--- config.mk ---
export PLATFORM = sky130hd
export DESIGN_NAME = cmd_reg_bank_hs
export DESIGN_NICKNAME = d
export VERILOG_FILES = /design/src/rtl/cmd_reg_bank_hs.sv
export SDC_FILE = /design/constraint.sdc
export NUM_CORES = 1
export LEC_CHECK = 0
export ABC_CLOCK_PERIOD_IN_PS = 11200
export CELL_PAD_IN_SITES_DETAIL_PLACEMENT = 2
export CELL_PAD_IN_SITES_GLOBAL_PLACEMENT = 2
export CORE_ASPECT_RATIO = 2
export CORE_UTILIZATION = 36
export CTS_CLUSTER_DIAMETER = 40
export DETAILED_ROUTE_END_ITERATION = 10
export PLACE_DENSITY_LB_ADDON = 0.1
export SLEW_MARGIN = 20
export SYNTH_ARGS = -nofsm -noshare
export SYNTH_HDL_FRONTEND = slang
export SYNTH_SLANG_ARGS = --single-unit
--- constraint.sdc ---
create_clock -name clks -period 11.2 [get_ports clks]
set_input_delay 1.12 -clock clks [delete_from_list [all_inputs] [get_ports clks]]
set_output_delay 1.12 -clock clks [all_outputs]
set_load 0.005 [all_outputs]
--- src/rtl/cmd_reg_bank_hs.sv ---
// -----------------------------------------------------------------------------
// cmd_reg_bank_hs
//   Bank of CH_NUM CPU-writable command registers at base_addr .. base_addr+CH_NUM-1
//   plus a status register at base_addr+CH_NUM. A CPU write to an idle channel
//   latches the command and raises cmd_vld until the consumer acks, the
//   programmable timeout expires, or the channel is cleared.
//
// Ports
//   clks, reset       clock, synchronous active-high reset
//   cpu_data_in       CPU write data
//   cpu_addr          CPU address (ADDR_WIDTH bits, wraps)
//   cpu_wr, cpu_rd    single-cycle write / read strobes
//   cpu_data_out      registered read data, held until the next read
//   base_addr         address of channel 0
//   tmo_limit         ack timeout in cycles, 0 disables
//   cmd_clr           per-channel clear (highest priority after reset)
//   cmd_vld, cmd_ack  per-channel command handshake
//   dout              command data, channel ch at [ch*VLD_WIDTH +: VLD_WIDTH]
//
// Status register: [ch] pending, [8+ch] done, [16+ch] ovr, [24+ch] tmo.
// done/ovr/tmo are sticky, write-1-to-clear; a same-cycle set beats the clear.
// -----------------------------------------------------------------------------
module cmd_reg_bank_hs #(
    parameter int CH_NUM     = 4,
    parameter int VLD_WIDTH  = 32,
    parameter int ADDR_WIDTH = 20,
    parameter int TMO_WIDTH  = 16
) (
    input  logic                        clks,
    input  logic                        reset,
    input  logic [31:0]                 cpu_data_in,
    input  logic [ADDR_WIDTH-1:0]       cpu_addr,
    input  logic                        cpu_wr,
    input  logic                        cpu_rd,
    output logic [31:0]                 cpu_data_out,
    input  logic [ADDR_WIDTH-1:0]       base_addr,
    input  logic [TMO_WIDTH-1:0]        tmo_limit,
    input  logic [CH_NUM-1:0]           cmd_clr,
    output logic [CH_NUM-1:0]           cmd_vld,
    input  logic [CH_NUM-1:0]           cmd_ack,
    output logic [CH_NUM*VLD_WIDTH-1:0] dout
);

    typedef enum logic {
        ST_IDLE = 1'b0,
        ST_PEND = 1'b1
    } state_t;

    state_t                r_state     [CH_NUM];
    state_t                w_state_nxt [CH_NUM];
    logic [VLD_WIDTH-1:0]  r_dout      [CH_NUM];
    logic [TMO_WIDTH-1:0]  r_cnt       [CH_NUM];
    logic [CH_NUM-1:0]     r_done;
    logic [CH_NUM-1:0]     r_ovr;
    logic [CH_NUM-1:0]     r_tmo;
    logic [31:0]           r_rdata;

    logic [CH_NUM-1:0]     w_wr_hit;
    logic [CH_NUM-1:0]     w_load;
    logic [CH_NUM-1:0]     w_ack_ev;
    logic [CH_NUM-1:0]     w_tmo_ev;
    logic [CH_NUM-1:0]     w_ovr_ev;
    logic [CH_NUM-1:0]     w_pend;
    logic [CH_NUM-1:0]     w_w1c_done;
    logic [CH_NUM-1:0]     w_w1c_ovr;
    logic [CH_NUM-1:0]     w_w1c_tmo;
    logic [ADDR_WIDTH-1:0] w_stat_addr;
    logic                  w_wr_stat;
    logic [TMO_WIDTH-1:0]  w_tmo_last;
    logic [31:0]           w_status;
    logic [31:0]           w_rd_val;

    // Address sums are truncated to ADDR_WIDTH, so the bank may wrap past the top of the map.
    assign w_stat_addr = base_addr + ADDR_WIDTH'(CH_NUM);
    assign w_wr_stat   = cpu_wr && (cpu_addr == w_stat_addr);
    // Counter starts at 0 in the first valid cycle, so matching limit-1 gives exactly limit cycles.
    assign w_tmo_last  = tmo_limit - TMO_WIDTH'(1);

    assign w_w1c_done  = w_wr_stat ? cpu_data_in[8  +: CH_NUM] : '0;
    assign w_w1c_ovr   = w_wr_stat ? cpu_data_in[16 +: CH_NUM] : '0;
    assign w_w1c_tmo   = w_wr_stat ? cpu_data_in[24 +: CH_NUM] : '0;

    // Per-channel next-state and event decode
    always_comb begin
        for (int ch = 0; ch < CH_NUM; ch++) begin
            w_state_nxt[ch] = r_state[ch];
            w_load[ch]      = 1'b0;
            w_ack_ev[ch]    = 1'b0;
            w_tmo_ev[ch]    = 1'b0;
            w_ovr_ev[ch]    = 1'b0;
            w_pend[ch]      = (r_state[ch] == ST_PEND);
            w_wr_hit[ch]    = cpu_wr && (cpu_addr == base_addr + ADDR_WIDTH'(ch));
            if (cmd_clr[ch]) begin
                // Clear swallows any same-cycle write without flagging an overrun.
                w_state_nxt[ch] = ST_IDLE;
            end else begin
                case (r_state[ch])
                    ST_IDLE: begin
                        if (w_wr_hit[ch]) begin
                            w_load[ch]      = 1'b1;
                            w_state_nxt[ch] = ST_PEND;
                        end
                    end
                    ST_PEND: begin
                        w_ovr_ev[ch] = w_wr_hit[ch];
                        if (cmd_ack[ch]) begin
                            w_ack_ev[ch]    = 1'b1;
                            w_state_nxt[ch] = ST_IDLE;
                        end else if ((tmo_limit != '0) && (r_cnt[ch] == w_tmo_last)) begin
                            w_tmo_ev[ch]    = 1'b1;
                            w_state_nxt[ch] = ST_IDLE;
                        end
                    end
                    default: w_state_nxt[ch] = ST_IDLE;
                endcase
            end
        end
    end

    always_ff @(posedge clks) begin
        for (int ch = 0; ch < CH_NUM; ch++) begin
            if (reset) begin
                r_state[ch] <= ST_IDLE;
            end else begin
                r_state[ch] <= w_state_nxt[ch];
            end
        end
    end

    // Command data and timeout counters
    always_ff @(posedge clks) begin
        for (int ch = 0; ch < CH_NUM; ch++) begin
            if (reset || cmd_clr[ch]) begin
                r_dout[ch] <= '0;
                r_cnt[ch]  <= '0;
            end else if (w_load[ch]) begin
                r_dout[ch] <= cpu_data_in[VLD_WIDTH-1:0];
                r_cnt[ch]  <= '0;
            end else if (w_pend[ch] && (r_cnt[ch] != '1)) begin
                r_cnt[ch]  <= r_cnt[ch] + TMO_WIDTH'(1);
            end
        end
    end

    // Sticky status bits: clear first, then OR in new events so a set always wins.
    always_ff @(posedge clks) begin
        if (reset) begin
            r_done <= '0;
            r_ovr  <= '0;
            r_tmo  <= '0;
        end else begin
            r_done <= (r_done & ~w_w1c_done) | w_ack_ev;
            r_ovr  <= (r_ovr  & ~w_w1c_ovr)  | w_ovr_ev;
            r_tmo  <= (r_tmo  & ~w_w1c_tmo)  | w_tmo_ev;
        end
    end

    always_comb begin
        w_status                = '0;
        w_status[0  +: CH_NUM]  = w_pend;
        w_status[8  +: CH_NUM]  = r_done;
        w_status[16 +: CH_NUM]  = r_ovr;
        w_status[24 +: CH_NUM]  = r_tmo;
    end

    // Read mux uses pre-edge state, so a same-cycle write is not visible to the read.
    always_comb begin
        w_rd_val = '0;
        if (cpu_addr == w_stat_addr) begin
            w_rd_val = w_status;
        end else begin
            for (int ch = 0; ch < CH_NUM; ch++) begin
                if (cpu_addr == base_addr + ADDR_WIDTH'(ch)) begin
                    w_rd_val[VLD_WIDTH-1:0] = r_dout[ch];
                end
            end
        end
    end

    always_ff @(posedge clks) begin
        if (reset) begin
            r_rdata <= '0;
        end else if (cpu_rd) begin
            r_rdata <= w_rd_val;
        end
    end

    assign cmd_vld      = w_pend;
    assign cpu_data_out = r_rdata;

    always_comb begin
        dout = '0;
        for (int ch = 0; ch < CH_NUM; ch++) begin
            dout[ch*VLD_WIDTH +: VLD_WIDTH] = r_dout[ch];
        end
    end

endmodule
## Word-level counts from Yosys, hierarchy flattened

Memories as Yosys holds them, arrays and structs flattened.
Cells that the tools add are included.

- Add/sub/neg operators: 9
- Eq/ne operators: 13
- Mux-type cells: 127
- Bitwise gates (word level): 29
- Reduce and logical (&&, ||, !) cells: 18

Operators by type and width:

| kind | count |
|---|---|
| two-way mux 32 bit | 9 |
| two-way mux 16 bit | 8 |
| two-way mux 1 bit | 103 |
| equality test 20 bit | 5 |
| adder 16 x 1 -> 16 bit (second input constant) | 4 |
| equality test 16 bit | 4 |
| != test 16 bit (second input constant) | 4 |
| adder 20 x 2 -> 20 bit (second input constant) | 2 |
| adder 20 x 1 -> 20 bit (second input constant) | 1 |
| adder 20 x 3 -> 20 bit (second input constant) | 1 |
| OR 1 bit | 16 |
| nonzero test 16 bit | 1 |
| subtractor 16 x 1 -> 16 bit (second input constant) | 1 |
| logical AND 1 bit | 13 |
| bitwise AND 4 bit | 3 |
| two-way mux 4 bit | 3 |
| inverter 4 bit | 3 |
| OR 4 bit | 3 |
| case mux 1 bit (2 select lines) | 4 |
| logical OR 1 bit | 4 |
| inverter 1 bit | 4 |

- Register bits: 44
- RAM bits: 196
- Bits of input ports: 100
- Output and inout bits: 164
- Word-level logic and storage cells: 203
- Memories kept: 3

Memory list:

| memory | depth | bits a word | read ports | clocked after Yosys merged registers in | wr ports | line | text |
|---|---|---|---|---|---|---|---|
| r_dout | 4 | 32 | 4 | 0 | 4 | 51 | `logic [VLD_WIDTH-1:0] r_dout [CH_NUM];` |
| r_cnt | 4 | 16 | 4 | 0 | 4 | 52 | `logic [TMO_WIDTH-1:0] r_cnt [CH_NUM];` |
| r_state | 4 | 1 | 4 | 0 | 4 | 49 | `state_t r_state [CH_NUM];` |

## Logic depth before layout (Yosys ltp)

- Depth after elaboration: 11
- Mapped depth: 15
- Mapped depth without buffers: 10

## Worst setup path after synthesis

OpenSTA, ideal clock, no wires.

- Path kind: in2reg
- Start: in base_addr[0]
- End: mem r_cnt[3][0], enable pin
- Library setup time: 375 ps
- Arrival: 5896 ps
- Required time: 10825 ps
- Path slack: 4929 ps
- Stages: 11
- Cells stage by stage: clkbuf_1 inv_1 ha_1 nand2b_1 o32ai_1 o21ai_1 a2111oi_0 and4b_1 nand3_1 o21ai_0 nand2b_1

RTL lines:

| element | line | text |
|---|---|---|
| start, declared | 36 | `input logic [ADDR_WIDTH-1:0] base_addr,` |
| end, declared | 52 |  |

==> flow_summary.toml <==
[logic_synthesis]
async_flop_share_pct = 0
synth_mux_area_share_pct = 0.149
seq_area_frac_synth_pct = 47.0
syn_inst = 1419
synth_cell_types = 74
ys_seq_elements = 240
ys.flop_type = "edfxtp_1"
syn_area_um2 = 14300
synth_compound_area_share_pct = 10.9
synth_edf_count = 192
synth_fa_ha_area_share_pct = 0.962
synth_top_family_by_area = "simple AND/OR/NAND/NOR gates"
synth_xor_area_share_pct = 11.6
synthSimpleGateAreaFrac_pct = 26.1
synth.avg_cell_area_um2 = 10.1
yosysWarningCount = 0
syn-num-nets = 1530

[critical_path]
arrival_ns = 6.26
critical_path_depth = 11
max_stage_delay_ns = 0.80
critical_path_class = "in2reg"
cp-end-kind = "register"
worstSetupEndpoint = "r_dout[2][14]"
path_buf_inv = 2
critPathSlowestCell = "clkdlybuf4s50_1"
cp_cell_sequence = "clkdlybuf4s50_1 -> ha_1 -> nand4_1 -> nor3_1 -> nand3_1 -> a2111oi_0 -> and4_1 -> and2b_1 -> buf_4 -> nand3b_1 -> nand2_2"
path_max_fanout = 32
reg2reg_to = "r_cnt[2][5]"
critPathTopFamily = "simple AND/OR/NAND/NOR gates"
r2r_setup_slack_ns = 8.10
start_kind = "primary input"
reg2reg_depth = 6
startpoint = "base_addr[3]"
r2r_start = "r_cnt[2][0]"
cp.required_ns = 11.39

[placed_design]
port_buffers = 263
gp_congestion = 0.958
place.detailed.hpwl_um = 49200
post-place-ws_ns = 4.52
dp.cells = 2154

[cells_and_area]
final_util_pct = 47.0
nets = 1771
synthToLayoutAreaGrowth_pct = 29.0
drive_gt1_share_pct = 7.25
fin_cells = 2213

[timing]
tns_ns = 0
slew_violations = 0
setup_ws_ns = 5.13
rsz0062_at_grt = "no"
setup_viol = 0
hold_violations = 0
finalCritPeriodShare_pct = 54.2
skew_ns = 0.0145
fin_crit_ns = 6.07
slew_headroom_pct = 26.0
hold-worst-slack_ns = 0.522
max_freq_ghz = 0.165
worstMarginPinSlew_ns = 1.10

[clocking]
post_cts_buffers = 0
cts_resized = 0
cts_tree = "built"
htree_levels = 1
hold_buffers = 0
cts.sinks = 240
clk_latency_ns = 0.58
path_clk_slew_ns = 0.06
numCtsBuffers = 29
clk_path_buf_depth = 3
clockRootBuffer = "clkbuf_16"

[floorplan]
rows = 103
core_area_um2 = 39300
io_pins = 264
dieWidth_um = 143
die-area_um2 = 40600
die_h_um = 284
start_util_pct = 36.4

[flow_run]
drv_cap = 0

[power_and_ir_drop]
ir_drop_mv = 0.126
power.leakage_uw = 0.00648
p_per_area_nw_per_um2 = 127

[routing]
vias = 12500
drt-initial-drc-count = 421
wirelength_um = 63600
firstDrtPassIters = 4
avgViaCountPerCell = 5.65
wl_per_cell_um = 28.7
post-route-drc-count = 0
ant_nets = 0

[global_route]
grt_max_degree = 49
track_usage_pct = 31.7
antenna_found_initial = 6
grt_pass1_wl_um = 92800
grt-ovfl-total = 0
grt_pass1_vias = 14100

[status]
status = "finished, final reports clean"

[min_path]
hold_path_class = "reg2reg"
[power by group]
part | internal [uW] | switching (uW)
clock | 561 | 430
sequential | 996 | 36.6
combinational | 137 | 178
total | 1690 | 645
[cell type report]
type / count / area [um^2]
tap: 525 / 657
clock inverter: 23 / 277
timing repair buffer: 290 / 2830
inverter: 20 / 75.1
fill: 4164 / 20800
multi-input combinational: 1079 / 7150
clock buffer: 31 / 733
sequential: 240 / 6730
antenna: 5 / 12.5
[worst min path at each step]
stage	slack [ns]	endpoint	depth (start not counted)	start
after floorplan	0.46	r_ovr[0]	2	r_ovr[0]
after global placement	0.48	r_ovr[1]	2	r_ovr[1]
after detailed placement	0.50	r_ovr[3]	2	r_ovr[3]
after CTS	0.52	r_ovr[3]	2	r_ovr[3]
after global routing	0.56	r_ovr[3]	2	r_ovr[3]
final	0.52	r_ovr[0]	2	r_ovr[0]
[cell usage after synthesis, types with 4 or more instances]
master | n | area, um^2
xor2_1 | 76 | 666
a31o_2 | 7 | 61.3
or3_1 | 15 | 93.8
nor3_1 | 20 | 100
buf_4 | 18 | 135
and4_1 | 16 | 140
clkbuf_1 | 40 | 150
a211oi_1 | 7 | 52.6
nor4_1 | 28 | 175
o32a_1 | 17 | 170
nand2b_1 | 12 | 75.1
and3_1 | 27 | 169
nand2_1 | 91 | 342
nor3b_1 | 4 | 30.0
nor2b_1 | 19 | 119
nand3_1 | 63 | 315
a211oi_2 | 5 | 62.6
inv_1 | 19 | 71.3
or4_1 | 4 | 30.0
xnor2_1 | 105 | 920
nand4_1 | 33 | 206
nor2_1 | 126 | 473
o31ai_1 | 20 | 150
buf_2 | 20 | 100
and3b_1 | 32 | 280
a21o_1 | 13 | 97.6
edfxtp_1 | 192 | 5770
a21oi_1 | 56 | 280
ha_1 | 11 | 138
dfxtp_1 | 48 | 961
a22oi_1 | 10 | 75.1
o21ai_0 | 29 | 145
a2111oi_0 | 7 | 61.3
nand3b_1 | 17 | 128
o21a_1 | 17 | 128
and2_1 | 134 | 838
[worst min-delay path, stage by stage, from the launching register on]
cell and delay [ns]:
dfxtp_1 0.33, nand3b_1 0.08, o21ai_0 0.07
[logic make-up (layout without fill, tap and decap cells)]
kind of cell,count (synthesis),in the layout
buffers and inverters,100,364
DFF,240,240
muxes,2,2
xor gates and xnor gates,185,185
AOI/OAI and AO/OA,220,220
other,0,5
and+or+nand+nor,661,661
adders and majority gates,11,11
[registers in the layout, summed over array words and instances, names as in the netlist]
signal,count
r_dout,128
r_cnt,64
cpu_data_out,32
r_done,4
r_ovr,4
r_state,4
r_tmo,4
[stage by stage]
| step | total power (uW) | cell area [um^2] |
|---|---|---|
| after floorplan | 1170 | 14300 |
| after global placement | 1360 | 17400 |
| after detailed placement | 1370 | 17400 |
| after CTS | 2360 | 18400 |
| after global routing | 2400 | 18500 |
| final | 2340 | 18500 |
[layer usage]
layer,vias to the layer above,GRT usage [%],share of wire (%)
met5,-,0,0.020
met4,2,22.9,7.8
met3,179,5.91,4.5
met2,342,61.9,57
met1,6354,27.7,31
li1,5621,-,-
[layout by cell type, fill, tap and decap left out, drive strengths merged, types with 19 or more instances in the layout]
cell,netlist,routed
nor2b,19,19
buf,40,29
dfxtp,48,48
and3b,32,32
nand3,64,64
and2,134,134
clkdlybuf4s50,0,261
and3,27,27
nor4,31,31
xnor2,105,105
inv,19,24
a21oi,57,57
clkbuf,40,31
nor2,126,126
o21ai,30,30
nand4,36,36
nor3,23,23
o31ai,20,20
xor2,79,79
nand2,91,91
edfxtp,192,192
Note: power is estimated with default switching activity, not from simulation.
